`src/rtl/memory_arbiter.sv`:
```
// Unified RAM port arbiter for instruction fetch and data access.
// Grant FSM with fetch anti-starvation and stalled-access timeout.
package cpu_types_pkg;
  typedef logic [31:0] word_t;
  typedef enum logic [1:0] {
    FREE, BUSY, ACCESS, ERROR
  } ramstate_t;
endpackage

module memory_arbiter
  import cpu_types_pkg::*;
#(
  parameter int STARVE_LIMIT   = 4,
  parameter int TIMEOUT_CYCLES = 64
) (
  input  logic      CLK,
  input  logic      nRST,
  input  logic      iREN,
  input  word_t     iaddr,
  output logic      iwait,
  output word_t     iload,
  output logic      ierr,
  input  logic      dREN,
  input  logic      dWEN,
  input  word_t     daddr,
  input  word_t     dstore,
  output logic      dwait,
  output word_t     dload,
  output logic      derr,
  output logic      ramREN,
  output logic      ramWEN,
  output word_t     ramaddr,
  output word_t     ramstore,
  input  word_t     ramload,
  input  ramstate_t ramstate
);

  localparam int SW = $clog2(STARVE_LIMIT + 1);
  localparam int TW =
    (TIMEOUT_CYCLES > 1) ? $clog2(TIMEOUT_CYCLES) : 1;
  localparam logic [SW-1:0] SLIM = SW'(STARVE_LIMIT);
  localparam logic [TW-1:0] TLAST =
    TW'((TIMEOUT_CYCLES > 0) ? TIMEOUT_CYCLES - 1 : 0);
  localparam bit TO_EN = (TIMEOUT_CYCLES != 0);

  typedef enum logic [1:0] {
    IDLE, IFETCH, DREAD, DWRITE
  } state_t;

  state_t        state, nstate;
  logic [SW-1:0] scnt, scnt_n;
  logic [TW-1:0] tcnt, tcnt_n;
  logic          live, acc, err, tmo;

  // state, starvation and timeout registers
  always_ff @(posedge CLK or negedge nRST) begin
    if (!nRST) begin
      state <= IDLE;
      scnt  <= '0;
      tcnt  <= '0;
    end else begin
      state <= nstate;
      scnt  <= scnt_n;
      tcnt  <= tcnt_n;
    end
  end

  // grant selection, RAM drive and requester responses
  always_comb begin
    nstate   = state;
    scnt_n   = scnt;
    tcnt_n   = '0;
    ramREN   = 1'b0;
    ramWEN   = 1'b0;
    ramaddr  = '0;
    ramstore = '0;
    iwait    = 1'b1;
    dwait    = 1'b1;
    ierr     = 1'b0;
    derr     = 1'b0;
    iload    = '0;
    dload    = '0;
    live     = 1'b0;
    acc      = (ramstate == ACCESS);
    err      = (ramstate == ERROR);
    tmo      = TO_EN && (tcnt == TLAST) && !acc && !err;
    unique case (state)
      IDLE: begin
        priority case (1'b1)
          iREN && (scnt >= SLIM): nstate = IFETCH;
          dWEN:                   nstate = DWRITE;
          dREN:                   nstate = DREAD;
          iREN:                   nstate = IFETCH;
          default:                nstate = IDLE;
        endcase
        if (nstate == IFETCH)
          scnt_n = '0;
        else if (nstate != IDLE && iREN && scnt < SLIM)
          scnt_n = scnt + 1'b1;
      end
      default: begin
        live = (state == IFETCH) ? iREN :
               (state == DREAD)  ? dREN : dWEN;
        if (!live) begin
          nstate = IDLE;
        end else begin
          if (!tmo) begin
            ramREN  = (state != DWRITE);
            ramWEN  = (state == DWRITE);
            ramaddr = (state == IFETCH) ? iaddr : daddr;
            if (state == DWRITE)
              ramstore = dstore;
          end
          if (acc) begin
            nstate = IDLE;
            if (state == IFETCH) begin
              iwait = 1'b0;
              iload = ramload;
            end else begin
              dwait = 1'b0;
              dload = ramload;
            end
          end else if (err || tmo) begin
            nstate = IDLE;
            if (state == IFETCH)
              ierr = 1'b1;
            else
              derr = 1'b1;
          end else begin
            tcnt_n = tcnt + 1'b1;
          end
        end
      end
    endcase
  end

endmodule

```
`config.mk`:
```
export PLATFORM = sky130hd
export DESIGN_NAME = memory_arbiter
export DESIGN_NICKNAME = d
export VERILOG_FILES = /design/src/rtl/memory_arbiter.sv
export SDC_FILE = /design/constraint.sdc
export NUM_CORES = 1
export LEC_CHECK = 0
export CORE_AREA = 2 2 103 105
export DETAILED_ROUTE_END_ITERATION = 16
export DIE_AREA = 0 0 105 107
export RECOVER_POWER = 50
export SKIP_LAST_GASP = 1
export SYNTH_ARGS = -nofsm -noshare
export SYNTH_HDL_FRONTEND = slang
export SYNTH_SLANG_ARGS = --single-unit
export TNS_END_PERCENT = 100
```
`constraint.sdc`:
```
create_clock -name CLK -period 4.64 [get_ports CLK]
set_clock_uncertainty 0.2 [all_clocks]
set_input_delay 0.928 -clock CLK [delete_from_list [all_inputs] [get_ports CLK]]
set_output_delay 0.928 -clock CLK [all_outputs]
set_load 0.01 [all_outputs]
```
Yosys cells after proc, flatten, opt, wreduce, memory -nomap -nowiden. Index checks and enable logic that the tools add are counted.

Bits in registers: 11. Bits in latches: 0. Memory bits (writable): 0. Bits in read-only memories: 0. Word-level logic and storage cells: 83. Memories kept: 0.

Add/subtract/negate cells: 2. $mul: 0. Div/mod/pow operators: 0. Magnitude comparators: 2. Eq/ne operators: 9. Shift-type cells: 0. Mux-type cells: 55. Bitwise logic cells: 0. Reductions and logical operators: 12.

Operators with widths (number): 32-bit 2-to-1 mux (16); 1-bit 2-to-1 mux (25); 6-bit 2-to-1 mux (4); 2-bit 2-to-1 mux (8); 2-bit equality test, second input constant (4); 6-bit by 1-bit adder with 6-bit output, second input constant (1); 6-bit equality test, second input constant (1); 3-bit 2-to-1 mux (2); 1-bit logical AND (5); 2-bit by 1-bit equality test with 1-bit output, second input constant (2); 4-bit by 2-bit inequality test with 1-bit output, second input constant (1); 2-bit nonzero test (2); 3-bit by 1-bit adder with 3-bit output, second input constant (1); 3-bit >= comparator, second input constant (1); 3-bit less-than comparator, second input constant (1); 1-bit zero test (2); 2-bit zero test (1); 2-bit inequality test, second input constant (1); 2-bit AND reduction (1); 1-bit logical OR (1).

Longest topological paths before layout.
Depth in word-level cells: 10. Depth in mapped cells: 7.

Worst setup path after synthesis. OpenSTA, ideal clock, no wires.

Kind: input-to-output. Start: input port ramstate[1]. End: output port ramaddr[0]. Data arrival time: 2014 ps. Slack: 1498 ps. Stages on the path: 6. Cell sequence: clkbuf_1 -> nor3_1 -> or2_1 -> buf_6 -> buf_4 -> nor2_1.

Cells in the longest elaborated chain, start to end: 7.

RTL lines: start: declaration (RTL line 35) `input ramstate_t ramstate`; 2-bit equality test (RTL line 84) `acc = (ramstate == ACCESS);`; 1-bit zero test (RTL line 86) `tmo = TO_EN && (tcnt == TLAST) && !acc && !err;`; 1-bit logical AND (RTL line 86); 1-bit logical AND * (RTL line 86); 32-bit 2-to-1 mux * (RTL line 107) `if (!tmo) begin`; 32-bit 2-to-1 mux * (RTL line 104) `if (!live) begin`; 32-bit 2-to-1 mux * (RTL line 87) `unique case (state)`; end: declaration (RTL line 32) `output word_t ramaddr,`.

Every way passes the cells marked *; elsewhere a longest branch is shown, timed or not.

Final worst setup path.
Start: input port dREN. End: output port dload[20].

Cells in the longest elaborated chain, start to end: 4.

RTL lines: start: declaration (RTL line 23) `input logic dREN,`; 1-bit 2-to-1 mux (RTL line 103) `(state == DREAD) ? dREN : dWEN;`; 1-bit 2-to-1 mux (RTL line 102) `live = (state == IFETCH) ? iREN :`; 32-bit 2-to-1 mux (RTL line 104); 32-bit 2-to-1 mux (RTL line 87); end: declaration (RTL line 28) `output word_t dload,`.

Every way passes these cells.

==> flow_summary.toml <==
[yosys]
muxShareOfSynthArea_pct = 0.6489
syn_nets = 391
yosys-top-cells-area = "and2_1 (24%), dfrtp_1 (16%), a22oi_1 (14%), and3_1 (12%), nor2_1 (8.7%)"
synth_xor_area_share_pct = 2.956
ys_top_cells_by_count = "and2_1 (66), nor2_1 (40), and3_1 (33)"
synth_cells = 254
synth_top_family_by_area = "simple AND/OR/NAND/NOR gates"
syn_area_um2 = 1735
ys_warn_count = 0
async_reset_ff_share_pct = 100.0
ys_seq_area_share_pct = 15.86
avgSynthCellArea_um2 = 6.832
synth_edf_count = 0
synth-compound-area-share_pct = 18.60
synth-seq-cells = 11
synth_flop_cell = "dfrtp_1"
yosysUniqueCellTypes = 35
synth_top_area_share_pct = 23.79
yosys.area_share.simple_pct = 52.70
yosysMostFrequentCell = "and2_1"
yosysTopAreaCell = "and2_1"
synthAdderAreaFrac_pct = 1.442

[setup_path]
start_kind = "primary input"
regToRegSetupSlack_ns = 2.59
crit_arrival_ns = 3.17
cp.required_ns = 3.51
worstSetupStartpoint = "dREN"
critPathKind = "in2out"
crit_end = "dload[20]"
path_max_fanout = 33
r2r-start = "state[0]$_DFFE_PN0P_"
endpoint_kind = "output pin"
reg2reg_depth = 5
r2r-end = "tcnt[5]$_DFF_PN0_"

[timing]
rsz0062_at_grt = "no"
tightest_slew_ns = 0.8411
setup_slack_ns = 0.3404
timing.final.hold_violations = 0
setup_violations = 0
relSlewSlack_pct = 43.92
min_period_ns = 4.300
maxSlewViolCount = 0
fin_tns_setup_ns = 0
min_period_over_period_pct = 92.66
max_freq_ghz = 0.2326

[power_and_ir_drop]
peakVddDrop_mv = 0.2299
cellPowerDensity_nw_per_um2 = 293.0
p_leak_nw = 1.897

[die]
num_io_pins = 269
die_w_um = 105
initial_utilization_pct = 17.20
rows = 37
die_area_um2 = 11240
fp.dieH_um = 107
coreArea_um2 = 10090

[drt]
post_drt_via_cell_ratio = 4.199
wl_per_cell_um = 16.02
route.detailed.drc = 0
wl_um = 10300
drt_pass1_iterations = 4
drtIter0Drc = 152
num_vias = 2700
ant_nets = 0

[global_routing]
overflow = 0
grt_max_degree = 40
grt_pass1_vias = 2553
grt_pass1_wl_um = 15180
grt.total_usage_pct = 16.90
antenna_found_initial = 0

[finish]
layout-drive-gt1-share_pct = 2.761
design_area_um2 = 4553
n_antenna_cell = 0
fill_cells = 1046
final_cells = 643
area_delta_synth_final_pct = 162.4
nets = 645

[clocking]
clock_latency_ns = 0.23
htree_levels = 1
cts_tree = "done"
cts_buffers = 3
cts_resized = 0
hold_buffers = 0
cts_root_buffer = "clkbuf_8"
cts_buffer_depth = 2
cts.sinks = 11
cts_setup_buffers = 0
path_clk_slew_ns = 0.04

[min_path]
hold_path.class = "reg2reg"

[placed_design]
port_buffers = 268
post-dp-hpwl_um = 8634
place_area_um2 = 4519
dp_cells = 639
preCtsSetupSlack_ns = 0.4705
place_congestion = 0.7992

[run]
max-cap-violations = 0

[status]
status = "finished clean"
==> critical path: stages <==
cell and delay (ns):
dlygate4sd3_1 0.59, mux2_2 0.28, nand2_1 0.09, nor2_1 0.05, clkbuf_2 0.33, and2_1 0.27, dlygate4sd3_1 0.62
==> area by class of cell <==
cell class                 count  area [um2]  area share (%)
sequential                    11       275.3           6.046
tap                          136       170.2           3.737
multi-input combinational    214        1321           29.02
inverter                       3       11.26          0.2473
timing repair buffer         275        2730           59.96
clock buffer                   4       45.04          0.9893
==> stage by stage <==
stage	hold slack [ns]	utilization [%]	total power [mW]
after CTS	0.2990	45.23	1.360
after floorplan	0.2520	-	0.7304
after global placement	0.2734	44.78	1.254
after global routing	0.3295	45.12	1.439
final	0.2965	45.12	1.334
after detailed placement	0.2938	44.78	1.262
==> layout by cell type (no fill, tap or decap), types with 3 or more instances in the layout <==
cell and n:
nand2_1 4, nor4_1 5, inv_1 3, a21oi_1 4
xor2_1 3, nand3_1 3, a22oi_1 32, dlygate4sd3_1 31
clkdlybuf4s50_1 237, and2_1 41, and3_1 33, buf_4 5
dfrtp_1 11, nor2_1 40, clkbuf_8 3, and2_0 25
==> state kept, by name, indices dropped and copies added (netlist names) <==
signal and flops:
scnt 3, tcnt 6, state 2
==> power by group <==
group          leakage (nW)  total, mW  internal, mW  switching (mW)
clock                0.0228     0.0931        0.0601          0.0330
combinational          1.73       1.08         0.561           0.521
sequential            0.146      0.159         0.120          0.0391
total                  1.90       1.33         0.741           0.593
==> logic make-up (layout without fill, tap and decap cells) <==
logic type | after synthesis | after routing
multiplexers | 1 | 1
adder cells (fa/ha/maj) | 2 | 2
XOR/XNOR | 5 | 5
buffers and inverters | 29 | 282
flip-flops | 11 | 11
AND/OR/NAND/NOR | 163 | 163
AO/OA/AOI/OAI | 43 | 43
==> how the worst min path moves through the flow <==
stage / start / endpoint / slack [ns] / cells past startpoint
final: scnt[1]$_DFFE_PN0P_ / scnt[1]$_DFFE_PN0P_ / 0.30 / 2
after global routing: scnt[1]$_DFFE_PN0P_ / scnt[1]$_DFFE_PN0P_ / 0.33 / 2
after detailed placement: tcnt[0]$_DFF_PN0_ / tcnt[0]$_DFF_PN0_ / 0.29 / 1
after CTS: tcnt[0]$_DFF_PN0_ / tcnt[0]$_DFF_PN0_ / 0.30 / 1
after floorplan: scnt[1]$_DFFE_PN0P_ / scnt[1]$_DFFE_PN0P_ / 0.25 / 2
after global placement: scnt[1]$_DFFE_PN0P_ / scnt[1]$_DFFE_PN0P_ / 0.27 / 2
==> per-layer routing <==
layer	up-vias	GRT usage, %	wire, um
met1	1217	20.46	4207
met3	8	4.985	636
met2	93	30.29	5352
met5	-	0	0
met4	0	2.286	107
li1	1382	-	-
Power figures use the tool's default switching activity.
